`src/rtl/udp_frame_tx_if.sv`:
```
// AXI-Stream byte channel from the UDP frame packager to the MAC.
interface udp_frame_tx_if;
    logic [7:0] MAC_DATA_OUT;
    logic       MAC_DATA_READY;
    logic       MAC_DATA_VALID;
    logic       MAC_DATA_LAST;
    logic       MAC_DATA_TUSER;

    modport master (
        output MAC_DATA_OUT,
        output MAC_DATA_VALID,
        output MAC_DATA_LAST,
        output MAC_DATA_TUSER,
        input  MAC_DATA_READY
    );

    modport slave (
        input  MAC_DATA_OUT,
        input  MAC_DATA_VALID,
        input  MAC_DATA_LAST,
        input  MAC_DATA_TUSER,
        output MAC_DATA_READY
    );
endinterface

```
`src/rtl/udp_frame_tx.sv`:
```
// IPv4/UDP transmit packager: captures one message plus addressing, computes the
// IPv4 header checksum over 10 cycles, then streams ETH+IP+UDP+payload over AXI-S.
module udp_frame_tx #(
    parameter int unsigned MSG_WIDTH     = 10,
    parameter int unsigned PAYLOAD_BYTES = 18,
    parameter logic [7:0]  IP_TTL        = 8'h80
) (
    input  logic                 ACLK,
    input  logic                 ARESET,
    input  logic [31:0]          ACCELERATOR_IP_ADDRESS,
    input  logic [47:0]          ACCELERATOR_MAC_ADDRESS,
    input  logic [15:0]          ACCELERATOR_UDP_PORT,
    input  logic [31:0]          RECIPIENT_IP_ADDRESS,
    input  logic [47:0]          RECIPIENT_MAC_ADDRESS,
    input  logic [15:0]          RECIPIENT_UDP_PORT,
    input  logic [MSG_WIDTH-1:0] RECIPIENT_MESSAGE,
    input  logic                 START_IP_TXN,
    output logic                 READY_FOR_SEND,
    udp_frame_tx_if.master       mac
);

    localparam int unsigned MSG_BYTES = (MSG_WIDTH + 7) / 8;
    localparam int unsigned PW        = 8 * PAYLOAD_BYTES;
    localparam logic [15:0] IP_LEN    = 16'(28 + PAYLOAD_BYTES);
    localparam logic [15:0] UDP_LEN   = 16'(8 + PAYLOAD_BYTES);
    localparam logic [7:0]  LAST_CNT  = 8'(PAYLOAD_BYTES - 1);

    typedef enum logic [2:0] {
        IDLE, CSUM, SEND_ETH, SEND_IP, SEND_UDP, SEND_DATA
    } state_e;

    state_e               state_q, state_d;
    logic [7:0]           cnt_q, cnt_d;
    logic [19:0]          acc_q, acc_d;
    logic [15:0]          csum_q, csum_d;
    logic [15:0]          ip_id_q, ip_id_d;
    logic [31:0]          src_ip_q, src_ip_d, dst_ip_q, dst_ip_d;
    logic [47:0]          src_mac_q, src_mac_d, dst_mac_q, dst_mac_d;
    logic [15:0]          src_port_q, src_port_d, dst_port_q, dst_port_d;
    logic [MSG_WIDTH-1:0] msg_q, msg_d;
    logic                 rfs_q, rfs_d;
    logic                 valid_q, valid_d;
    logic                 last_q, last_d;
    logic [7:0]           data_q, data_d;

    state_e               nxt_state;
    logic [7:0]           nxt_cnt;
    logic [7:0]           nxt_byte;
    logic                 nxt_last;
    logic [7:0]           hdr_idx;
    logic [335:0]         hdr, hdr_sh;
    logic [PW-1:0]        pay, pay_sh;
    logic [15:0]          hw;
    logic [19:0]          fold1;
    logic [15:0]          fold2;

    // Header bytes 0..41 in wire order, byte 0 in the top bits.
    always_comb begin
        hdr = {dst_mac_q, src_mac_q, 16'h0800,
               16'h4500, IP_LEN, ip_id_q, 16'h0000, IP_TTL, 8'h11, csum_q,
               src_ip_q, dst_ip_q,
               src_port_q, dst_port_q, UDP_LEN, 16'h0000};
        pay = PW'(msg_q) << (PW - 8 * MSG_BYTES);
    end

    always_comb begin
        unique case (cnt_q)
            8'd0:    hw = 16'h4500;
            8'd1:    hw = IP_LEN;
            8'd2:    hw = ip_id_q;
            8'd3:    hw = 16'h0000;
            8'd4:    hw = {IP_TTL, 8'h11};
            8'd5:    hw = src_ip_q[31:16];
            8'd6:    hw = src_ip_q[15:0];
            8'd7:    hw = dst_ip_q[31:16];
            8'd8:    hw = dst_ip_q[15:0];
            default: hw = 16'h0000;
        endcase
    end

    // Position and byte of the beat that follows the current one; loaded into the
    // output registers only on a handshake so DATA/LAST hold during a stall.
    always_comb begin
        nxt_state = state_q;
        nxt_cnt   = cnt_q + 8'd1;
        unique case (state_q)
            CSUM: begin
                nxt_state = SEND_ETH;
                nxt_cnt   = '0;
            end
            SEND_ETH: if (cnt_q == 8'd13) begin
                nxt_state = SEND_IP;
                nxt_cnt   = '0;
            end
            SEND_IP: if (cnt_q == 8'd19) begin
                nxt_state = SEND_UDP;
                nxt_cnt   = '0;
            end
            SEND_UDP: if (cnt_q == 8'd7) begin
                nxt_state = SEND_DATA;
                nxt_cnt   = '0;
            end
            SEND_DATA: if (cnt_q == LAST_CNT) begin
                nxt_state = IDLE;
                nxt_cnt   = '0;
            end
            default: nxt_cnt = '0;
        endcase

        unique case (nxt_state)
            SEND_IP:  hdr_idx = 8'd14 + nxt_cnt;
            SEND_UDP: hdr_idx = 8'd34 + nxt_cnt;
            default:  hdr_idx = nxt_cnt;
        endcase
        hdr_sh = hdr << {hdr_idx, 3'b000};
        pay_sh = pay << {nxt_cnt, 3'b000};

        unique case (nxt_state)
            SEND_ETH, SEND_IP, SEND_UDP: nxt_byte = hdr_sh[335:328];
            SEND_DATA:                   nxt_byte = pay_sh[PW-1 -: 8];
            default:                     nxt_byte = '0;
        endcase
        nxt_last = (nxt_state == SEND_DATA) && (nxt_cnt == LAST_CNT);
    end

    always_comb begin
        state_d    = state_q;
        cnt_d      = cnt_q;
        acc_d      = acc_q;
        csum_d     = csum_q;
        ip_id_d    = ip_id_q;
        src_ip_d   = src_ip_q;
        dst_ip_d   = dst_ip_q;
        src_mac_d  = src_mac_q;
        dst_mac_d  = dst_mac_q;
        src_port_d = src_port_q;
        dst_port_d = dst_port_q;
        msg_d      = msg_q;
        valid_d    = valid_q;
        last_d     = last_q;
        data_d     = data_q;
        fold1      = {4'h0, acc_q[15:0]} + {16'h0000, acc_q[19:16]};
        fold2      = fold1[15:0] + {12'h000, fold1[19:16]};

        unique case (state_q)
            IDLE: begin
                if (START_IP_TXN && rfs_q) begin
                    src_ip_d   = ACCELERATOR_IP_ADDRESS;
                    dst_ip_d   = RECIPIENT_IP_ADDRESS;
                    src_mac_d  = ACCELERATOR_MAC_ADDRESS;
                    dst_mac_d  = RECIPIENT_MAC_ADDRESS;
                    src_port_d = ACCELERATOR_UDP_PORT;
                    dst_port_d = RECIPIENT_UDP_PORT;
                    msg_d      = RECIPIENT_MESSAGE;
                    acc_d      = '0;
                    cnt_d      = '0;
                    state_d    = CSUM;
                end
            end
            CSUM: begin
                if (cnt_q == 8'd9) begin
                    csum_d  = ~fold2;
                    state_d = nxt_state;
                    cnt_d   = nxt_cnt;
                    valid_d = 1'b1;
                    data_d  = nxt_byte;
                    last_d  = nxt_last;
                end else begin
                    acc_d = acc_q + {4'h0, hw};
                    cnt_d = cnt_q + 8'd1;
                end
            end
            default: begin
                if (valid_q && mac.MAC_DATA_READY) begin
                    state_d = nxt_state;
                    cnt_d   = nxt_cnt;
                    data_d  = nxt_byte;
                    last_d  = nxt_last;
                    if (nxt_state == IDLE) begin
                        valid_d = 1'b0;
                        ip_id_d = ip_id_q + 16'd1;
                    end
                end
            end
        endcase

        rfs_d = (state_d == IDLE);
    end

    always_ff @(posedge ACLK or negedge ARESET) begin
        if (!ARESET) begin
            state_q    <= IDLE;
            cnt_q      <= '0;
            acc_q      <= '0;
            csum_q     <= '0;
            ip_id_q    <= '0;
            src_ip_q   <= '0;
            dst_ip_q   <= '0;
            src_mac_q  <= '0;
            dst_mac_q  <= '0;
            src_port_q <= '0;
            dst_port_q <= '0;
            msg_q      <= '0;
            rfs_q      <= 1'b1;
            valid_q    <= 1'b0;
            last_q     <= 1'b0;
            data_q     <= '0;
        end else begin
            state_q    <= state_d;
            cnt_q      <= cnt_d;
            acc_q      <= acc_d;
            csum_q     <= csum_d;
            ip_id_q    <= ip_id_d;
            src_ip_q   <= src_ip_d;
            dst_ip_q   <= dst_ip_d;
            src_mac_q  <= src_mac_d;
            dst_mac_q  <= dst_mac_d;
            src_port_q <= src_port_d;
            dst_port_q <= dst_port_d;
            msg_q      <= msg_d;
            rfs_q      <= rfs_d;
            valid_q    <= valid_d;
            last_q     <= last_d;
            data_q     <= data_d;
        end
    end

    assign READY_FOR_SEND     = rfs_q;
    assign mac.MAC_DATA_OUT   = data_q;
    assign mac.MAC_DATA_VALID = valid_q;
    assign mac.MAC_DATA_LAST  = last_q;
    assign mac.MAC_DATA_TUSER = 1'b0;

endmodule
```
`src/flat_wrapper.sv`:
```
// flat-port wrapper written by rule: the top's interface ports become plain ports
module udp_frame_tx_flat 
#(
    parameter int unsigned MSG_WIDTH     = 10,
    parameter int unsigned PAYLOAD_BYTES = 18,
    parameter logic [7:0]  IP_TTL        = 8'h80
)
  (ACLK, ARESET, ACCELERATOR_IP_ADDRESS, ACCELERATOR_MAC_ADDRESS, ACCELERATOR_UDP_PORT, RECIPIENT_IP_ADDRESS, RECIPIENT_MAC_ADDRESS, RECIPIENT_UDP_PORT, RECIPIENT_MESSAGE, START_IP_TXN, READY_FOR_SEND, mac_MAC_DATA_OUT, mac_MAC_DATA_VALID, mac_MAC_DATA_LAST, mac_MAC_DATA_TUSER, mac_MAC_DATA_READY);
  udp_frame_tx_if mac_i ();
  input  logic ACLK;
  input  logic ARESET;
  input  logic [31:0] ACCELERATOR_IP_ADDRESS;
  input  logic [47:0] ACCELERATOR_MAC_ADDRESS;
  input  logic [15:0] ACCELERATOR_UDP_PORT;
  input  logic [31:0] RECIPIENT_IP_ADDRESS;
  input  logic [47:0] RECIPIENT_MAC_ADDRESS;
  input  logic [15:0] RECIPIENT_UDP_PORT;
  input  logic [MSG_WIDTH-1:0] RECIPIENT_MESSAGE;
  input  logic START_IP_TXN;
  output logic READY_FOR_SEND;
  output wire logic [$bits(mac_i.MAC_DATA_OUT)-1:0] mac_MAC_DATA_OUT;
  output wire logic [$bits(mac_i.MAC_DATA_VALID)-1:0] mac_MAC_DATA_VALID;
  output wire logic [$bits(mac_i.MAC_DATA_LAST)-1:0] mac_MAC_DATA_LAST;
  output wire logic [$bits(mac_i.MAC_DATA_TUSER)-1:0] mac_MAC_DATA_TUSER;
  input wire logic [$bits(mac_i.MAC_DATA_READY)-1:0] mac_MAC_DATA_READY;
  assign mac_MAC_DATA_OUT = mac_i.MAC_DATA_OUT;
  assign mac_MAC_DATA_VALID = mac_i.MAC_DATA_VALID;
  assign mac_MAC_DATA_LAST = mac_i.MAC_DATA_LAST;
  assign mac_MAC_DATA_TUSER = mac_i.MAC_DATA_TUSER;
  assign mac_i.MAC_DATA_READY = mac_MAC_DATA_READY;
  udp_frame_tx #(.MSG_WIDTH(MSG_WIDTH), .PAYLOAD_BYTES(PAYLOAD_BYTES), .IP_TTL(IP_TTL)) u_core (.ACLK(ACLK), .ARESET(ARESET), .ACCELERATOR_IP_ADDRESS(ACCELERATOR_IP_ADDRESS), .ACCELERATOR_MAC_ADDRESS(ACCELERATOR_MAC_ADDRESS), .ACCELERATOR_UDP_PORT(ACCELERATOR_UDP_PORT), .RECIPIENT_IP_ADDRESS(RECIPIENT_IP_ADDRESS), .RECIPIENT_MAC_ADDRESS(RECIPIENT_MAC_ADDRESS), .RECIPIENT_UDP_PORT(RECIPIENT_UDP_PORT), .RECIPIENT_MESSAGE(RECIPIENT_MESSAGE), .START_IP_TXN(START_IP_TXN), .READY_FOR_SEND(READY_FOR_SEND), .mac(mac_i));
endmodule
```
`config.mk`:
```
export PLATFORM = sky130hd
export DESIGN_NAME = udp_frame_tx_flat
export DESIGN_NICKNAME = d
export VERILOG_FILES = /design/src/rtl/udp_frame_tx_if.sv /design/src/rtl/udp_frame_tx.sv /design/src/flat_wrapper.sv
export SDC_FILE = /design/constraint.sdc
export NUM_CORES = 1
export LEC_CHECK = 0
export CAP_MARGIN = 0
export CORE_MARGIN = 2
export CORE_UTILIZATION = 35
export CTS_CLUSTER_SIZE = 40
export DETAILED_ROUTE_END_ITERATION = 10
export GPL_ROUTABILITY_DRIVEN = 0
export PLACE_DENSITY = 0.57
export SKIP_CTS_REPAIR_TIMING = 1
export SLEW_MARGIN = 10
export SYNTH_ARGS = -nofsm -noshare
export SYNTH_HDL_FRONTEND = slang
export SYNTH_SLANG_ARGS = --single-unit
export TNS_END_PERCENT = 50
```
`constraint.sdc`:
```
create_clock -name ACLK -period 5.95 [get_ports ACLK]
set_clock_uncertainty 0.15 [all_clocks]
set_input_delay 0.595 -clock ACLK [delete_from_list [all_inputs] [get_ports ACLK]]
set_output_delay 0.595 -clock ACLK [all_outputs]
set_load 0.005 [all_outputs]
```
==> Word level (Yosys, flattened, before mapping) <==
Index checks and enable logic that the tools add are counted.
{ "word_totals": {"ff_bits": 276, "in_bits": 206, "output_inout_bits": 12, "wordCells": 106} }
{ "op_classes": {"add_sub_neg": 7, "eq_ne": 24, "n_shift": 2, "muxes": 34, "bitwise": 3, "reduce_logical": 20} }
{ "op_table": {"columns": ["operator", "count"], "rows": [
  ["336-bit by 11-bit left shift with 336-bit output", 1],
  ["138-bit by 11-bit left shift with 144-bit output", 1],
  ["16-bit one-hot mux with 8 select lines", 1],
  ["8-bit 2-to-1 mux", 9],
  ["8-bit one-hot mux with 2 select lines", 4],
  ["20-bit 2-to-1 mux", 2],
  ["20-bit one-hot mux with 2 select lines", 1],
  ["8-bit by 3-bit == test with 1-bit output, second input constant", 4],
  ["8-bit one-hot mux with 4 select lines", 1],
  ["8-bit by 4-bit == test with 1-bit output, second input constant", 3],
  ["8-bit by 5-bit == test with 1-bit output, second input constant", 3],
  ["3-bit 2-to-1 mux", 7],
  ["20-bit by 16-bit adder with 20-bit output", 1],
  ["16-bit by 4-bit adder with 17-bit output", 1],
  ["16-bit by 1-bit adder with 16-bit output, second input constant", 1],
  ["16-bit by 4-bit adder with 16-bit output", 1],
  ["16-bit NOT", 1],
  ["3-bit one-hot mux with 5 select lines", 1],
  ["3-bit by 2-bit == test with 1-bit output, second input constant", 4],
  ["3-bit == test, second input constant", 4],
  ["3-bit logical NOT", 3],
  ["3-bit AND reduction", 3],
  ["4-bit by 8-bit adder with 8-bit output, first input constant", 1],
  ["6-bit by 8-bit adder with 8-bit output, first input constant", 1],
  ["other kinds (18)", 31]
]} }

==> Depth between registers and ports, before layout <==
{ "depth": {"ltp_word": 9, "depth_mapped": 23, "mapped_depth_nobuf": 20} }

==> Least setup slack after synthesis <==
No wires, ideal clock.
{ "synth_path": {"path_type": "register -> register", "startpoint": "register u_core.cnt_q[0]", "endpoint": "register u_core.data_q[5], in the netlist u_core.mac.MAC_DATA_OUT[5]", "setup_time_ns": 0.132, "arrival_ns": 5.040, "t_required_ns": 5.668, "path_slack_ns": 0.628, "stages_incl_launch_ff": 23, "path_buffers": 5, "period_less_slack_ns": 5.322, "path_cell_list": "dfrtp_1 -> buf_2 -> inv_1 -> ha_1 -> clkbuf_1 -> clkinv_1 -> a21oi_1 -> clkinv_1 -> fa_1 -> nor2b_1 -> o21ai_0 -> a222oi_1 -> xnor2_1 -> and2_1 -> buf_2 -> a31o_1 -> buf_6 -> buf_6 -> a221o_1 -> a221oi_2 -> a21oi_1 -> a221oi_1 -> a21oi_1"} }
{ "synth_between": {"elab_chain_len": 9, "word_cells_on_any_way": 32, "cone_classes": "add/sub (3); eq/ne (10); shift (2); mux (15); reduce/logical (2)"} }
{ "synth_rtl": {"columns": ["item", "line_no", "rtl"], "rows": [
  ["start: declaration", "udp_frame_tx.sv:33", "logic [7:0] cnt_q, cnt_d;"],
  ["start signal: assignment", "udp_frame_tx.sv:210", "cnt_q <= cnt_d;"],
  ["8-bit by 1-bit adder with 8-bit output, or another cell as far along", "udp_frame_tx.sv:85", "nxt_cnt = cnt_q + 8'd1;"],
  ["8-bit 2-to-1 mux, or another cell as far along", "udp_frame_tx.sv:103", "SEND_DATA: if (cnt_q == LAST_CNT) begin"],
  ["8-bit one-hot mux with 4 select lines / 3-bit one-hot mux with 5 select lines (equally long branches)", "udp_frame_tx.sv:86", "unique case (state_q)"],
  ["6-bit by 8-bit adder with 8-bit output, or another cell as far along", "udp_frame_tx.sv:112", "SEND_UDP: hdr_idx = 8'd34 + nxt_cnt;"],
  ["8-bit one-hot mux with 2 select lines", "udp_frame_tx.sv:110", "unique case (nxt_state)"],
  ["336-bit by 11-bit left shift with 336-bit output", "udp_frame_tx.sv:115", "hdr_sh = hdr << {hdr_idx, 3'b000};"],
  ["8-bit one-hot mux with 2 select lines", "udp_frame_tx.sv:118", "unique case (nxt_state)"],
  ["8-bit 2-to-1 mux, on equally long branches", "udp_frame_tx.sv:174, udp_frame_tx.sv:161", null],
  ["8-bit one-hot mux with 2 select lines", "udp_frame_tx.sv:145", "unique case (state_q)"],
  ["end signal: assignment", "udp_frame_tx.sv:224", "data_q <= data_d;"],
  ["end: declaration", "udp_frame_tx.sv:44", "logic [7:0] data_q, data_d;"]
]} }
Parallel ways exist; a longest one is shown, timed or not. The select of a mux whose other input is x is not followed.
A chain may end at the register's enable or synchronous reset.

==> Worst setup path in the final report <==
{ "layout_path": {"startpoint": "register u_core.cnt_q[0]", "endpoint": "register u_core.data_q[1], in the netlist u_core.mac.MAC_DATA_OUT[1]"} }
Same word-level chain as after synthesis.

==> summary.md <==
| Metric | Value |
|---|---|
| Die Wd | `212.4 µm` |
| Slew Viols, Final | `0` |
| Commonest non-fill, non-tap cell in the layout | `nand2_1` |
| Drt wl/cell | `21.18 µm` |
| # DRC | `0` |
| Yosys reg bits | `276` |
| Post-synth top area share | `45.27%` |
| Fmax | `173.8 MHz` |
| Yosys Warn Count | `0` |
| Initial DRC Count | `1687` |
| Critical Path RT | `6.17 ns` |
| Post-layout min period | `5.753 ns` |
| Detailed-router iteration count before antenna repair | `7` |
| Switching part of the total | `45.46%` |
| Yosys top cell by area | `dfrtp_1` |
| Largest stage delay on the critical path | `0.58 ns` |
| Die area | `45110 µm²` |
| Setup tns final | `0 ns` |
| Later-pin clock latency in the skew report | `0.53 ns` |
| Clock share of power | `21.1%` |
| Leak | `9.152 nW` |
| Antenna Violating Nets Remaining | `0` |
| PD cells | `525.1 nW/µm²` |
| DP HPWL | `41110 µm` |
| Post-DP Area | `18050 µm²` |
| GRT Residual Overflow | `0` |
| Slew headroom | `8.479%` |
| Most frequent CP cell | `a222oi_1` |
| Clock root cell | `clkbuf_16` |
| CTS tree | `yes` |
| Synth area leaders | `dfrtp_1, nand2_1, a221oi_1` |
| Fin util | `44.72%` |
| Cell Rows | `76` |
| Critical path arrival | `5.97 ns` |
| Vias per cell | `5.566` |
| Total of max-cap violations | `0` |
| Nets | `2269` |
| Netlist cell types | `73` |
| Vias | `14670` |
| Cells along the critical path | `ha_1 -> nand3b_1 -> o31a_1 -> o22ai_1 -> or2_2 -> inv_1 -> fa_1 -> nor2b_1 -> o21ai_0 -> a222oi_1 -> buf_4 -> xnor2_1 -> and2_1 -> a221o_2 -> buf_12 -> a222oi_1 -> a21oi_1 -> o21ai_1 -> a41oi_1` |
| Psw | `0.004588 W` |
| Pint | `0.005504 W` |
| Type of origin of the critical path | `flip-flop` |
| Worst hold slack | `-0.04129 ns` |
| RSZ-0062 raised after global routing | `false` |
| CTS Sinks | `276` |
| Starting Density | `35.36%` |
| Critical-path maximum fanout | `34` |
| Worst VDD drop | `0.3380 mV` |
| Synth Flop Type | `dfrtp_1` |
| Post-route cell area | `19220 µm²` |
| Ports | `218` |
| Combinational power share | `57.8%` |
| H-tree depth | `2` |
| Seq pwr share | `21.1%` |
| First-pass GRT wire length | `84860 µm` |
| Share of cells above drive strength 1 | `6.000%` |
| Crit path buf inv count | `3` |
| Most frequent cells in the layout | `nand2_1, dfrtp_1, clkdlybuf4s50_1, o21ai_0, nand3_1` |
| Initial antenna violation count | `0` |
| # setup viols final | `0` |
| Synth Area per Inst | `8.265 µm²` |
| CP Capture Type | `flip-flop` |
| Worst-Margin Slew | `1.373 ns` |
| Cell family with most CP delay | `compound AO/OA/AOI/OAI gates` |
| # port buffers | `216` |
| All-layer global routing usage | `24.64%` |
| Placed cell count | `2576` |
| Antenna diodes | `0` |
| Non-Filler Instances | `2635` |
| Die extent in y | `212.4 µm` |
| Synth Net Count | `2079` |
| Synthesized cell area | `15200 µm²` |
| Tcrit/Tclk final | `96.69%` |
| Number of global-route vias before repair | `14080` |
| Clock Tree Buf Depth | `3` |
| Hold Vio Cnt, Final | `94` |
| Largest net degree at the start of global routing | `218` |
| Core Area | `42980 µm²` |
| Mapped Cells | `1839` |
| Post-synth EDFFs | `0` |
| Share of flip-flops with an asynchronous set or reset | `100.0%` |
| Status | `complete, but fails checks` |
| Worst hold-check path type | `input pin to asynchronous set/reset pin` |
| Reg clk slew, reported paths | `0.06 ns` |
| Num CTS Buffers | `34` |
| Synth-to-Final Area Change | `26.45%` |
| Share of the yosys chip area belonging to registers | `45.45%` |
| Sum of routed wire length over all layers | `55800 µm` |
| Critical-path top delay cell | `dfrtp_1` |
| Failing checks | `hold timing` |
| Critical path class | `flip-flop to flip-flop` |
[layer usage]
metal	GRT usage, %	routed length, µm
met5	0	0
met4	9.284	2174
met3	3.501	4522
met2	37.11	24550
met1	35.82	24560
[final cells by class]
type	instances	area (µm²)
clock buffers	48	964.7
clock inverters	9	172.7
fillers	4256	23760
inverters	26	97.59
multi-input cells	1429	7770
flip-flops and latches	276	6908
well taps	585	732.0
repair buffers	262	2575
[stage by stage]
stage	total power, W	setup slack [ns]	hold slack, ns
2_1_floorplan	0.005907	0.6279	0.1494
3_3_place_gp	0.007754	0.3549	0.3100
4_1_cts	0.009976	0.02290	-0.02839
5_1_grt	0.01068	0.001274	0.01161
3_5_place_dp	0.007809	0.06703	0.3124
6_report	0.01009	0.1972	-0.04129
[flip-flops by register name (all words and copies together), names as in the netlist]
| register | cells |
|---|---|
| u_core.READY_FOR_SEND | 1 |
| u_core.acc_q | 20 |
| u_core.cnt_q | 8 |
| u_core.csum_q | 16 |
| u_core.dst_ip_q | 32 |
| u_core.dst_mac_q | 48 |
| u_core.dst_port_q | 16 |
| u_core.ip_id_q | 16 |
| u_core.mac.MAC_DATA_LAST | 1 |
| u_core.mac.MAC_DATA_OUT | 8 |
| u_core.mac.MAC_DATA_VALID | 1 |
| u_core.msg_q | 10 |
| u_core.src_ip_q | 32 |
| u_core.src_mac_q | 48 |
| u_core.src_port_q | 16 |
| u_core.state_q | 3 |
[synth_stat cells, types with 6 or more instances]
library cell    n
a211oi_1       15
a21o_1         11
a21oi_1        49
a221o_1        22
a221oi_1       52
a222oi_1       10
a22oi_1        39
a31oi_1        17
and3_1         17
buf_2          13
clkbuf_1       84
dfrtp_1       275
ha_1           31
inv_1          24
mux2_2          8
mux2i_1         9
nand2_1       718
nand2b_1       11
nand3_1        63
nand4_1        10
nor2_1         56
nor3_1         23
nor4_1          8
o2111ai_1       6
o211ai_1        7
o21ai_0        74
o21bai_1        8
o22ai_1         9
or2_2           8
xnor2_1        41
xor2_1         27
[power by group through the flow]
stage,logic [W],clock network (W),registers (W)
6_report,0.00584,0.00213,0.00213
2_1_floorplan,0.00382,0,0.00209
3_5_place_dp,0.00565,0,0.00215
4_1_cts,0.00569,0.00216,0.00212
5_1_grt,0.00630,0.00225,0.00214
3_3_place_gp,0.00560,0,0.00215
[final timing paths]
path | start | depth (start not counted) | endpoint | slack (ns)
max | u_core.cnt_q[0] | 19 | u_core.mac.MAC_DATA_OUT[1] | 0.20
min | ARESET | 1 | u_core.dst_ip_q[26] | -0.04
min in group ACLK | u_core.dst_mac_q[0] | 2 | u_core.dst_mac_q[0] | 0.33
min reg2reg | u_core.dst_mac_q[0] | 2 | u_core.dst_mac_q[0] | 0.33
max in group asynchronous | ARESET | 2 | u_core.cnt_q[5] | 4.47
max reg2reg | u_core.cnt_q[0] | 19 | u_core.mac.MAC_DATA_OUT[1] | 0.20
[logic make-up after synthesis]
| logic type | after synthesis | synth area share (%) |
|---|---|---|
| and+or+nand+nor | 942 | 25.53 |
| DFF | 276 | 45.45 |
| xor gates and xnor gates | 68 | 3.918 |
| adders and majority gates | 34 | 2.947 |
| other | 1 | 0.02467 |
| buffers and inverters | 134 | 3.663 |
| muxes | 17 | 1.185 |
| AOI/OAI and AO/OA | 367 | 17.29 |
(Power assumes the default switching activity.)
